--- src/rtl/ysyx_24100029_wb_scheduler_pkg.sv ---
// Shared constants for the writeback scheduler slice: GPR geometry, the
// hardwired-zero register index and the round-robin pointer step helper.
package ysyx_24100029_pkg;

  localparam int GPR_ADDR_W = 4;
  localparam int XLEN       = 32;
  localparam logic [GPR_ADDR_W-1:0] REG_ZERO = '0;
  localparam int NUM_WB_REQ = 2;

  // Next first-priority index after index idx has been served among n requesters.
  function automatic int rr_next(input int idx, input int n);
    return (idx + 1) % n;
  endfunction

endpackage

--- src/rtl/ysyx_24100029_wb_scheduler_if.sv ---
// Writeback request bundle between the execution units (master side) and
// the writeback scheduler (slave side). Requester i occupies slice i of the
// packed address and data vectors.
interface ysyx_24100029_wb_scheduler_if #(
  parameter int NUM_REQ    = 2,
  parameter int ADDR_WIDTH = 4,
  parameter int DATA_WIDTH = 32
);

  logic [NUM_REQ-1:0]            req_valid;
  logic [NUM_REQ-1:0]            req_ready;
  logic [NUM_REQ*ADDR_WIDTH-1:0] req_addr;
  logic [NUM_REQ*DATA_WIDTH-1:0] req_data;

  modport master (output req_valid, output req_addr, output req_data, input req_ready);
  modport slave  (input req_valid, input req_addr, input req_data, output req_ready);

endinterface

--- src/rtl/ysyx_24100029_rr_arbiter.sv ---
// Round-robin arbiter: grants the first requesting index at or after the
// priority pointer (wrapping), and moves the pointer just past the winner
// whenever the grant is accepted.
module ysyx_24100029_rr_arbiter
  import ysyx_24100029_pkg::*;
#(
  parameter int NUM_REQ = NUM_WB_REQ,
  localparam int IDX_W  = (NUM_REQ > 1) ? $clog2(NUM_REQ) : 1
) (
  input  logic               clock,
  input  logic               reset,
  input  logic [NUM_REQ-1:0] req,
  input  logic               accept,
  output logic [NUM_REQ-1:0] grant,
  output logic [IDX_W-1:0]   grant_idx,
  output logic               grant_valid
);

  logic [IDX_W-1:0] ptr;
  int               cand;

  // Search requesters starting at the pointer and pick the first one asking.
  always_comb begin
    grant       = '0;
    grant_idx   = '0;
    grant_valid = 1'b0;
    cand        = 0;
    for (int i = 0; i < NUM_REQ; i++) begin
      cand = (int'(ptr) + i) % NUM_REQ;
      if (!grant_valid && req[IDX_W'(cand)]) begin
        grant_valid            = 1'b1;
        grant[IDX_W'(cand)]    = 1'b1;
        grant_idx              = IDX_W'(cand);
      end
    end
  end

  // Pointer advances past the winner only when the grant is actually taken.
  always_ff @(posedge clock) begin
    if (reset) begin
      ptr <= '0;
    end else if (accept && grant_valid) begin
      ptr <= IDX_W'(rr_next(int'(grant_idx), NUM_REQ));
    end
  end

endmodule

--- src/rtl/ysyx_24100029_wb_scheduler.sv ---
// Writeback scheduler: arbitrates the execution units onto the single
// register-file write port (one registered write stage) and keeps the
// per-register pending-write scoreboard used by the decoder for RAW stalls.
module ysyx_24100029_wb_scheduler
  import ysyx_24100029_pkg::*;
#(
  parameter int ADDR_WIDTH = GPR_ADDR_W,
  parameter int DATA_WIDTH = XLEN,
  parameter int NUM_REQ    = NUM_WB_REQ,
  localparam int IDX_W     = (NUM_REQ > 1) ? $clog2(NUM_REQ) : 1
) (
  input  logic                       clock,
  input  logic                       reset,
  ysyx_24100029_wb_scheduler_if.slave wb,
  input  logic                       issue_valid,
  input  logic [ADDR_WIDTH-1:0]      issue_rd,
  output logic                       issue_ready,
  input  logic [ADDR_WIDTH-1:0]      rs1_addr,
  input  logic [ADDR_WIDTH-1:0]      rs2_addr,
  output logic                       rs1_busy,
  output logic                       rs2_busy,
  output logic                       rf_wen,
  output logic [ADDR_WIDTH-1:0]      rf_waddr,
  output logic [DATA_WIDTH-1:0]      rf_wdata,
  output logic [2**ADDR_WIDTH-1:0]   busy_mask
);

  localparam logic [ADDR_WIDTH-1:0] ZERO_IDX = ADDR_WIDTH'(REG_ZERO);

  logic [NUM_REQ-1:0]       grant;
  logic [IDX_W-1:0]         grant_idx;
  logic                     grant_valid;
  logic                     handshake;
  logic [ADDR_WIDTH-1:0]    sel_addr;
  logic [DATA_WIDTH-1:0]    sel_data;
  logic                     issue_fire;
  logic [2**ADDR_WIDTH-1:0] busy_next;

  ysyx_24100029_rr_arbiter #(.NUM_REQ(NUM_REQ)) u_arb (
    .clock       (clock),
    .reset       (reset),
    .req         (wb.req_valid),
    .accept      (handshake),
    .grant       (grant),
    .grant_idx   (grant_idx),
    .grant_valid (grant_valid)
  );

  assign wb.req_ready = grant;
  assign handshake    = grant_valid && |(wb.req_valid & grant);
  assign sel_addr     = wb.req_addr[int'(grant_idx)*ADDR_WIDTH +: ADDR_WIDTH];
  assign sel_data     = wb.req_data[int'(grant_idx)*DATA_WIDTH +: DATA_WIDTH];

  // x0 never has a pending write, and a set bit blocks reissue until committed.
  assign issue_ready = !busy_mask[issue_rd] || (issue_rd == ZERO_IDX);
  assign issue_fire  = issue_valid && issue_ready;
  assign rs1_busy    = busy_mask[rs1_addr] && (rs1_addr != ZERO_IDX);
  assign rs2_busy    = busy_mask[rs2_addr] && (rs2_addr != ZERO_IDX);

  // Write stage: register the winner; writes to x0 are swallowed here.
  always_ff @(posedge clock) begin
    if (reset) begin
      rf_wen   <= 1'b0;
      rf_waddr <= '0;
      rf_wdata <= '0;
    end else begin
      rf_wen <= handshake && (sel_addr != ZERO_IDX);
      if (handshake) begin
        rf_waddr <= sel_addr;
        rf_wdata <= sel_data;
      end
    end
  end

  // Scoreboard next state: issue sets, commit clears, and the clear is applied last.
  always_comb begin
    busy_next = busy_mask;
    if (issue_fire && (issue_rd != ZERO_IDX)) begin
      busy_next[issue_rd] = 1'b1;
    end
    if (rf_wen) begin
      busy_next[rf_waddr] = 1'b0;
    end
  end

  // Scoreboard register; cleared on reset together with the write stage.
  always_ff @(posedge clock) begin
    if (reset) begin
      busy_mask <= '0;
    end else begin
      busy_mask <= busy_next;
    end
  end

endmodule

--- src/flat_wrapper.sv ---
// flat-port wrapper written by rule: the top's interface ports become plain ports
module ysyx_24100029_wb_scheduler_flat import ysyx_24100029_pkg::*;
#(
  parameter int ADDR_WIDTH = GPR_ADDR_W,
  parameter int DATA_WIDTH = XLEN,
  parameter int NUM_REQ    = NUM_WB_REQ,
  localparam int IDX_W     = (NUM_REQ > 1) ? $clog2(NUM_REQ) : 1
)
  (clock, reset, issue_valid, issue_rd, issue_ready, rs1_addr, rs2_addr, rs1_busy, rs2_busy, rf_wen, rf_waddr, rf_wdata, busy_mask, wb_req_valid, wb_req_addr, wb_req_data, wb_req_ready);
  ysyx_24100029_wb_scheduler_if #(.NUM_REQ(NUM_REQ), .ADDR_WIDTH(ADDR_WIDTH), .DATA_WIDTH(DATA_WIDTH)) wb_i ();
  input  logic clock;
  input  logic reset;
  input  logic issue_valid;
  input  logic [ADDR_WIDTH-1:0] issue_rd;
  output logic issue_ready;
  input  logic [ADDR_WIDTH-1:0] rs1_addr;
  input  logic [ADDR_WIDTH-1:0] rs2_addr;
  output logic rs1_busy;
  output logic rs2_busy;
  output logic rf_wen;
  output logic [ADDR_WIDTH-1:0] rf_waddr;
  output logic [DATA_WIDTH-1:0] rf_wdata;
  output logic [2**ADDR_WIDTH-1:0] busy_mask;
  input wire logic [$bits(wb_i.req_valid)-1:0] wb_req_valid;
  input wire logic [$bits(wb_i.req_addr)-1:0] wb_req_addr;
  input wire logic [$bits(wb_i.req_data)-1:0] wb_req_data;
  output wire logic [$bits(wb_i.req_ready)-1:0] wb_req_ready;
  assign wb_i.req_valid = wb_req_valid;
  assign wb_i.req_addr = wb_req_addr;
  assign wb_i.req_data = wb_req_data;
  assign wb_req_ready = wb_i.req_ready;
  ysyx_24100029_wb_scheduler #(.ADDR_WIDTH(ADDR_WIDTH), .DATA_WIDTH(DATA_WIDTH), .NUM_REQ(NUM_REQ)) u_core (.clock(clock), .reset(reset), .wb(wb_i), .issue_valid(issue_valid), .issue_rd(issue_rd), .issue_ready(issue_ready), .rs1_addr(rs1_addr), .rs2_addr(rs2_addr), .rs1_busy(rs1_busy), .rs2_busy(rs2_busy), .rf_wen(rf_wen), .rf_waddr(rf_waddr), .rf_wdata(rf_wdata), .busy_mask(busy_mask));
endmodule
--- config.mk ---
export PLATFORM = sky130hd
export DESIGN_NAME = ysyx_24100029_wb_scheduler_flat
export DESIGN_NICKNAME = d
export VERILOG_FILES = /design/src/rtl/ysyx_24100029_wb_scheduler_pkg.sv /design/src/rtl/ysyx_24100029_wb_scheduler_if.sv /design/src/rtl/ysyx_24100029_rr_arbiter.sv /design/src/rtl/ysyx_24100029_wb_scheduler.sv /design/src/flat_wrapper.sv
export SDC_FILE = /design/constraint.sdc
export NUM_CORES = 1
export LEC_CHECK = 0
export ABC_CLOCK_PERIOD_IN_PS = 2029
export CAP_MARGIN = 20
export CORE_MARGIN = 10
export CORE_UTILIZATION = 41
export CTS_BUF_LIST = sky130_fd_sc_hd__clkbuf_16
export DETAILED_ROUTE_END_ITERATION = 10
export GPL_ROUTABILITY_DRIVEN = 1
export GPL_TIMING_DRIVEN = 0
export PLACE_DENSITY_LB_ADDON = 0.25
export SETUP_SLACK_MARGIN = 0.4
export SLEW_MARGIN = 20
export SYNTH_ARGS = -nofsm -noshare
export SYNTH_HDL_FRONTEND = slang
export SYNTH_SLANG_ARGS = --single-unit
--- constraint.sdc ---
create_clock -name clock -period 2.03 [get_ports clock]
set_clock_uncertainty 0.05 [all_clocks]
set_input_delay 0.203 -clock clock [delete_from_list [all_inputs] [get_ports clock]]
set_output_delay 0.203 -clock clock [all_outputs]
set_load 0.03 [all_outputs]
==> results of run 1 <==
state kept, by name, indices dropped and copies added, names as in the netlist:
name	cells
u_core.rf_waddr	4
u_core.rf_wen	1
u_core.busy_mask	16
u_core.u_arb.ptr	1
u_core.rf_wdata	32
placed cells by master, fill, tap and decap left out, drive strengths merged:
| cell type | Yosys | layout |
|---|---|---|
| o211ai | 1 | 1 |
| nor3b | 1 | 1 |
| clkbuf | 8 | 13 |
| conb | 1 | 1 |
| buf | 14 | 25 |
| a221oi | 6 | 6 |
| nor2b | 4 | 4 |
| mux2i | 10 | 10 |
| dlygate4sd2 | 0 | 12 |
| nor2 | 6 | 6 |
| nand2 | 94 | 94 |
| mux2 | 6 | 6 |
| nor3 | 11 | 11 |
| clkdlybuf4s15 | 0 | 1 |
| mux4 | 6 | 6 |
| and3b | 1 | 1 |
| a22o | 1 | 1 |
| nand4 | 3 | 3 |
| dlymetal6s2s | 0 | 8 |
| nand3 | 1 | 1 |
| inv | 7 | 7 |
| clkinvlp | 0 | 1 |
| and2 | 1 | 1 |
| nor4 | 4 | 4 |
| a21oi | 45 | 45 |
| and3 | 1 | 1 |
| dfxtp | 54 | 54 |
| o21ai | 16 | 16 |
| clkinv | 0 | 2 |
| a31oi | 3 | 3 |
| nand2b | 5 | 5 |
| o22ai | 2 | 2 |
| clkdlybuf4s50 | 0 | 77 |
| a31o | 1 | 1 |
cell type report:
| type | instances | area (µm²) |
|---|---|---|
| fill | 504 | 2000 |
| timing repair buffer | 109 | 1080 |
| clock inverter | 3 | 21.3 |
| tap | 75 | 93.8 |
| buffer | 22 | 123 |
| sequential | 54 | 1100 |
| inverter | 7 | 26.3 |
| clock buffer | 5 | 125 |
| multi-input combinational | 230 | 1380 |
logic make-up (layout without fill, tap and decap cells):
kind of cell	count (synthesis)	count (layout)	synth area share, %
AND/OR/NAND/NOR	132	132	22.2
buffers and inverters	29	146	5.41
multiplexers	22	22	12.2
AO/OA/AOI/OAI	75	75	17.6
flip-flops	54	54	42.5
other	1	1	0.147
per-layer routing:
| layer | wire length [µm] | vias to the layer above | GRT usage [%] | part of all wire [%] |
|---|---|---|---|---|
| li1 | - | 1305 | - | - |
| met1 | 3260 | 1231 | 16.9 | 39 |
| met2 | 4080 | 97 | 28.0 | 49 |
| met3 | 816 | 15 | 7.26 | 9.8 |
| met4 | 133 | 0 | 4.74 | 1.6 |
| met5 | 0 | - | 0 | 0 |
metrics by stage:
stage                     worst slack, ns  util (%)  area, µm²
after floorplan                     0.408         -       2560
after global placement             -0.540      61.8       3680
after detailed placement           -0.555      61.8       3680
after CTS                           0.133      66.0       3930
after global routing               0.0793      66.4       3960
final                               0.130      66.4       3960
where the power goes:
| group | leakage (nW) | switching, mW | internal (mW) |
|---|---|---|---|
| Combinational | 1.12 | 0.301 | 0.251 |
| Clock | 0.0698 | 0.394 | 0.458 |
| Sequential | 0.449 | 0.0338 | 1.11 |
| Total | 1.64 | 0.728 | 1.81 |
worst max-delay path, cell delays in order, from the launching register on:
cell and delay [ns]:
dfxtp_4 0.36, mux4_2 0.46, mux2_4 0.28, nand2_2 0.07, o21ai_2 0.05, buf_6 0.13
worst max path at each step:
stage          slack, ns           to
6_report            0.13     rs2_busy
2_1_floorplan       0.41  issue_ready
3_5_place_dp       -0.55     rs2_busy
5_1_grt             0.08     rs2_busy
4_1_cts             0.13     rs2_busy
3_3_place_gp       -0.54     rs2_busy
what timing repair did:
| action | CTS | global route |
|---|---|---|
| hold buffers | 0 | 0 |
| resized for setup | 59 | 12 |
| endpoints found under the setup margin | 18 | 12 |
| buffers inserted | 6 | 1 |
| pin swaps | 5 | 2 |
==> impl_summary.md, run 1 <==
Critical path
The kind of start point of the critical path is a flip-flop. The launch point of the critical path is u_core.busy_mask[15]. The reg-to-reg startpoint is u_core.busy_mask[9]. The arrival time at the worst endpoint is roughly 1.7 ns. The worst-case reg-to-reg path depth is 5. The reg2reg setup slack is 0.53 ns. The type of element capturing the critical path is an output pin. STA puts the critical path data required time at 1.78 ns. The endpoint identified for the worst register-to-register timing path is u_core.busy_mask[2]. Along the worst path, the maximum fanout reaches 4.

The type of the worst setup path is flip-flop to output pin.

Finish
The net total in the final layout is 518. The number of diodes is 0. In the final layout, the share of cells above drive strength 1 is 15.8%.

The relative area change from synthesis to final layout is 55.5%. The number of standard cells in the final layout excluding fillers is roughly 510.

Hold path
The class of the tightest hold or removal check is input pin to flip-flop. The destination of the worst hold path is u_core.busy_mask[4]. The worst min-delay path startpoint is issue_rd[0].

The number of stages on the worst hold path is 4.

Status
The run finished with clean final reports.

Global route
The residual overflow from global routing is 0. Across every metal layer, demand over resource in global routing totals 16.0%. The initial antenna violation count is 0. The wire length of the first global-routing pass is 13200 µm. The number of global-route vias before repair is 2749.

Entering global routing, the biggest net connects 18 pins.

Timing
The fraction of the cycle the final worst path needs is 93.6%. On the final layout, the worst hold slack is roughly 0.25 ns. Setup repair after global routing could not meet its margin everywhere. The final sum of negative setup slack is 0 ns. The clock period minus worst slack is 1.90 ns. The worst slew margin relative to its limit is 64.5%. The actual transition at the worst max-transition pin is ~0.53 ns.

The maximum frequency from static timing analysis is 526 MHz. Setup violations remaining at the end of the flow were counted as 0. The final hold violation count is 0. The final number of max-transition violations came to 0.

CTS
The insertion delay of the later-clocked pin in the worst-skew pair is 0.29 ns. The clock sink total is 54. Clock tree synthesis selected as its root buffer the cell clkbuf_16. After clock tree synthesis, the clock-pin slew on the worst setup and hold paths is 0.07 ns. Counting the buffers created by CTS gives 5.

TritonCTS built the clock tree. The clock passes through at most 2 buffers. The number of H-tree levels is 2.

Floorplan
The site row count is 28. The die span in y is 98.8 µm. 147 I/O pins were placed. The die covers ~0.0098 mm².

In this run the horizontal extent of the chip is approximately 100 µm. Once the floorplan was initialized, standard cells occupied 42.7% of the core. The placeable core area is 0.00596 mm².

Placement
Including well taps, the total number of placed cells is 490. The weighted congestion reported at the end of routability-driven placement is 0.838. Summed over all nets, the half-perimeter wirelength after detailed placement is 6250 µm. The number of input and output port buffers inserted is 102.

Power and ir drop
The leakage power is 1.64 nW. The power density normalized to cell area is about 640 mW/mm². IR analysis of the VDD net gives a maximum drop of 0.513 mV. The design draws 2.54 mW.

Route
In this run the remaining antenna-violating nets after routing total 0. In the routed design, unresolved DRC markers number 0. The via density per instance is 5.24. The total number of vias is 2648. Before antenna repair, the detailed router went through 4 iterations.

After detailed routing, the total wire length is 8300 µm. After detailed routing, the average wire length per cell comes to 16.4 µm. The count of routing violations after the opening detailed-route iteration is between 100 and 150.

Synthesis
The cell taking the most area after synthesis is dfxtp_1. Among all cell types in the netlist, the one instantiated most often is nand2_1. The fraction of registers with async set or reset after synthesis is 0%.

Counting flops with a built-in enable in the synthesized netlist gives 0. In the synthesized netlist the dominant register cell turns out to be dfxtp_1. During synthesis, Yosys emitted a total of 0 warnings. Counting every net in the synthesized netlist gives 402. The number of cells produced by synthesis is 313.

Ranked by instance count, the synthesized netlist is headed by nand2_1 (94), dfxtp_1 (54), a21oi_1 (45). The number of distinct library cells after synthesis is 36. Each instance of the synthesized netlist takes up on average 8.13 µm². The portion of synthesized cell area occupied by the leading cell type is a little over two fifths. Sorting the synthesized cells by area gives the leading types as dfxtp_1 (42%), nand2_1 (14%), a21oi_1 (8.9%), mux4_2 (5.3%), mux2i_1 (3.9%).

Sequential cells were found to cover 42.5% of the synthesized design area. After synthesis the cells add up to roughly 0.0025 mm². Counting flops and latches in the post-synthesis netlist gives 54.

Flow run
The number of max-capacitance violations reported is 0.
(Power assumes the default switching activity.)
==> run 2, diff against run 1 <==
--- a/config.mk
+++ b/config.mk
@@ -7,6 +7,7 @@
 export LEC_CHECK = 0
 export ABC_CLOCK_PERIOD_IN_PS = 2029
 export CAP_MARGIN = 20
+export CORE_ASPECT_RATIO = 0.75
 export CORE_MARGIN = 10
 export CORE_UTILIZATION = 41
 export CTS_BUF_LIST = sky130_fd_sc_hd__clkbuf_16
@@ -19,3 +20,4 @@
 export SYNTH_ARGS = -nofsm -noshare
 export SYNTH_HDL_FRONTEND = slang
 export SYNTH_SLANG_ARGS = --single-unit
+export TNS_END_PERCENT = 100
==> impl_summary.md, run 2 (synthesized netlist as in run 1, its figures left out) <==
CTS
The number of H-tree levels was 2 (unchanged). The cell at the root of the clock tree was clkbuf_16 (unchanged). The clock-pin slew of the registers on the worst-case setup and hold paths was 0.07 ns (about the same). The cts-stage hold buffer count is 0 (unchanged). The clock sink total is 54 (unchanged). The maximum number of buffers from clock root to sink is 2 (unchanged). The TritonCTS clock tree is done (unchanged).

The total clock buffers created by CTS is 5 (unchanged). The insertion delay of the later-clocked pin in the worst-skew pair is 0.29 ns (about the same).

Route
The total number of vias is 2602 (was 2648). The total iterations of the first detailed-routing run is 4 (unchanged). The remaining routing DRC violations is 0 (unchanged).

The count of routing violations after the opening detailed-route iteration is 96 (was 128). The remaining antenna violation count after routing is 0 (unchanged). The detail-routed net length per standard cell was 16.1 µm (was 16.4 µm). The routed wire length is 8150 µm (was 8300 µm).

The via density per instance is 5.14 (was 5.24).

Power and ir drop
The share of power burned in the clock network is 33.3% (was 33.5%). The combinational share of power is 21.7% (about the same). The proportion of total power due to net switching is 28.5% (was 28.6%).

The relative contribution of sequential cells to total power is 45.1% (was 44.8%). The power density normalized to cell area is 644 mW/mm² (was 643 mW/mm²). The leakage power is 1.62 nW (was 1.64 nW). The largest voltage drop on the vdd net is 0.511 mV (was 0.513 mV).

The internal power came to 1.81 mW (about the same). The switching power came to 723 µW (was 728 µW). The power after layout is 2.53 mW (was 2.54 mW).

Critical path
The worst-case reg-to-reg path depth is 5 (unchanged). The end point of the critical path is rs2_busy (unchanged). The reg2reg setup slack is 0.53 ns (about the same). The required time at the endpoint of the critical path is 1.78 ns (about the same).

The standard cell with the maximum stage delay on the critical path is mux4_2 (unchanged). The type of the worst setup path is flip-flop to output pin (unchanged). The critical register-to-register path endpoint was u_core.busy_mask[2] (unchanged). The maximum fanout along the worst path is 3 (was 4). The reg-to-reg startpoint is u_core.busy_mask[9] (unchanged). Chain of cells forming the critical path: mux4_2 > mux2_4 > nand2_2 > o21ai_2 > buf_6 (unchanged). The kind of start point of the critical path is a flip-flop (unchanged). The arrival time at the worst endpoint came to 1.65 ns (about the same). The launch point of the critical path is u_core.busy_mask[7] (was u_core.busy_mask[15]). The type of element capturing the critical path is an output pin (unchanged). The delay of the slowest cell on the worst path came to 0.47 ns (was 0.46 ns).

Finish
The relative area change from synthesis to final layout came to 54.5% (was 55.5%). Most frequent cells in the layout: nand2_1 (92), clkdlybuf4s50_1 (76), a21oi_1 (44), dfxtp_1 (41), dlygate4sd2_1 (15) (was nand2_1 (92), clkdlybuf4s50_1 (77), a21oi_1 (44), dfxtp_1 (40)). The net total in the final layout came to 517 (was 518). The register with the most flip-flops is u_core.rf_wdata (unchanged). The number of diodes was 0 (unchanged). The number of fill cells in the layout is 517 (was 504). The most common cell after layout, fill and taps aside is nand2_1 (unchanged). The share of final-layout standard cells stronger than drive strength 1 is 15.4% (was 15.8%). Regs by FF count: u_core.rf_wdata (32), u_core.busy_mask (16), u_core.rf_waddr (4) (unchanged). The number of flip-flops in the largest register is 32 (unchanged).

Global route
The maximum number of pins on one net before global-route repair came to 17 (was 18). The wire length of the first global-routing pass is 13000 µm (was 13200 µm). The global router's overall resource usage came to 15.9% (was 16.0%). The residual overflow from global routing is 0 (unchanged). The number of global-route vias before repair is 2677 (was 2749). The initial antenna violation count is 0 (unchanged).

Timing
The fraction of the cycle the final worst path needs came to 93.6% (about the same). The final number of max-transition violations is 0 (unchanged). The clock period minus worst slack is 1.90 ns (about the same). The final hold violation count came to 0 (unchanged). The final-report setup violation count is 0 (unchanged). The slack of the critical path is 0.130 ns (about the same). The maximum frequency from static timing analysis is 526 MHz (about the same). Setup repair after global routing missed its margin: yes (unchanged).

The worst slew margin relative to its limit is 64.2% (was 64.5%). The actual transition at the worst max-transition pin is 0.536 ns (was 0.532 ns).

Floorplan
The die span in y is 88.2 µm (was 98.8 µm). The placeable core area came to 0.00592 mm² (was 0.00596 mm²). The I/O pin total is 147 (unchanged). The starting density of the core was 43.0% (was 42.7%). The site row count came to 24 (was 28). The overall die area came to 0.00979 mm² (was 0.00975 mm²). The width of the die is 111 µm (was 98.8 µm).

Placement
The number of input and output port buffers inserted came to 102 (unchanged). The worst slack at placement was -0.541 ns (was -0.555 ns). The sum of net half-perimeters after detailed placement is 6300 µm (was 6250 µm). The weighted congestion reported at the end of routability-driven placement was 0.921 (was 0.838).

Status
Result of the run: complete, no violations (unchanged).

Hold path
The worst min-delay path startpoint is issue_rd[3] (was issue_rd[0]). The class of the tightest hold or removal check is input pin to flip-flop (unchanged).

Flow run
The number of max-capacitance violations reported is 0 (unchanged).
-- run 2: layer usage --
layer  wire (µm)  vias up  global-route usage (%)
met2        3650       91                    25.2
met3         750       10                    5.95
met4          87        0                    4.83
met5           0        -                       0
met1        3670     1190                    19.9
li1            -     1311                       -
-- run 2: worst max-delay path, delay by kind of cell, from the launching register on --
| family | cells | cell delay (ns) |
|---|---|---|
| buffers and inverters | 1 | 0.13 |
| and+or+nand+nor | 1 | 0.06 |
| AOI/OAI and AO/OA | 1 | 0.05 |
| muxes | 2 | 0.76 |
| DFF | 1 | 0.36 |
-- run 2: layout make-up --
class | count | area [µm²] | share of cell area (%)
plain buffers | 22 | 124 | 3.15
multi-input cells | 230 | 1380 | 35.1
inverters | 7 | 26.3 | 0.669
well taps | 78 | 97.6 | 2.48
flip-flops and latches | 54 | 1100 | 28.0
repair buffers | 108 | 1060 | 27.1
clock inverters | 2 | 13.8 | 0.350
clock buffers | 5 | 125 | 3.18
-- run 2: what timing repair did --
item | in CTS | in global routing
buffers inserted | 5 | 1
gates resized for setup | 58 | 11
setup endpoints to repair | 20 | 13
pin swaps | 5 | 0
-- run 2: power by group through the flow --
stage               combinational, mW  sequential (mW)  clock, mW
floorplan                       0.197             1.25          0
global placement                0.529             1.16          0
detailed placement              0.534             1.17          0
CTS                             0.551             1.14      0.862
global route                    0.591             1.15      0.908
finish                          0.549             1.14      0.842
-- run 2: how the worst min path moves through the flow --
stage | depth (start not counted) | end
2_1_floorplan | 2 | u_core.u_arb.ptr
3_5_place_dp | 2 | u_core.rf_wdata[13]
4_1_cts | 4 | u_core.busy_mask[4]
6_report | 4 | u_core.busy_mask[4]
3_3_place_gp | 2 | u_core.rf_wdata[28]
5_1_grt | 4 | u_core.busy_mask[4]
-- run 2: through the flow --
step           TNS, ns  cell area, µm²  instances  hold WS, ns  utilization, %
6_report             0            3930        506        0.286            66.4
5_1_grt              0            3930        506        0.299            66.4
4_1_cts              0            3910        505        0.276            66.1
3_5_place_dp     -1.79            3680        493        0.396            62.2
3_3_place_gp     -1.73            3680        493        0.390            62.2
2_1_floorplan        0            2560        313        0.269               -
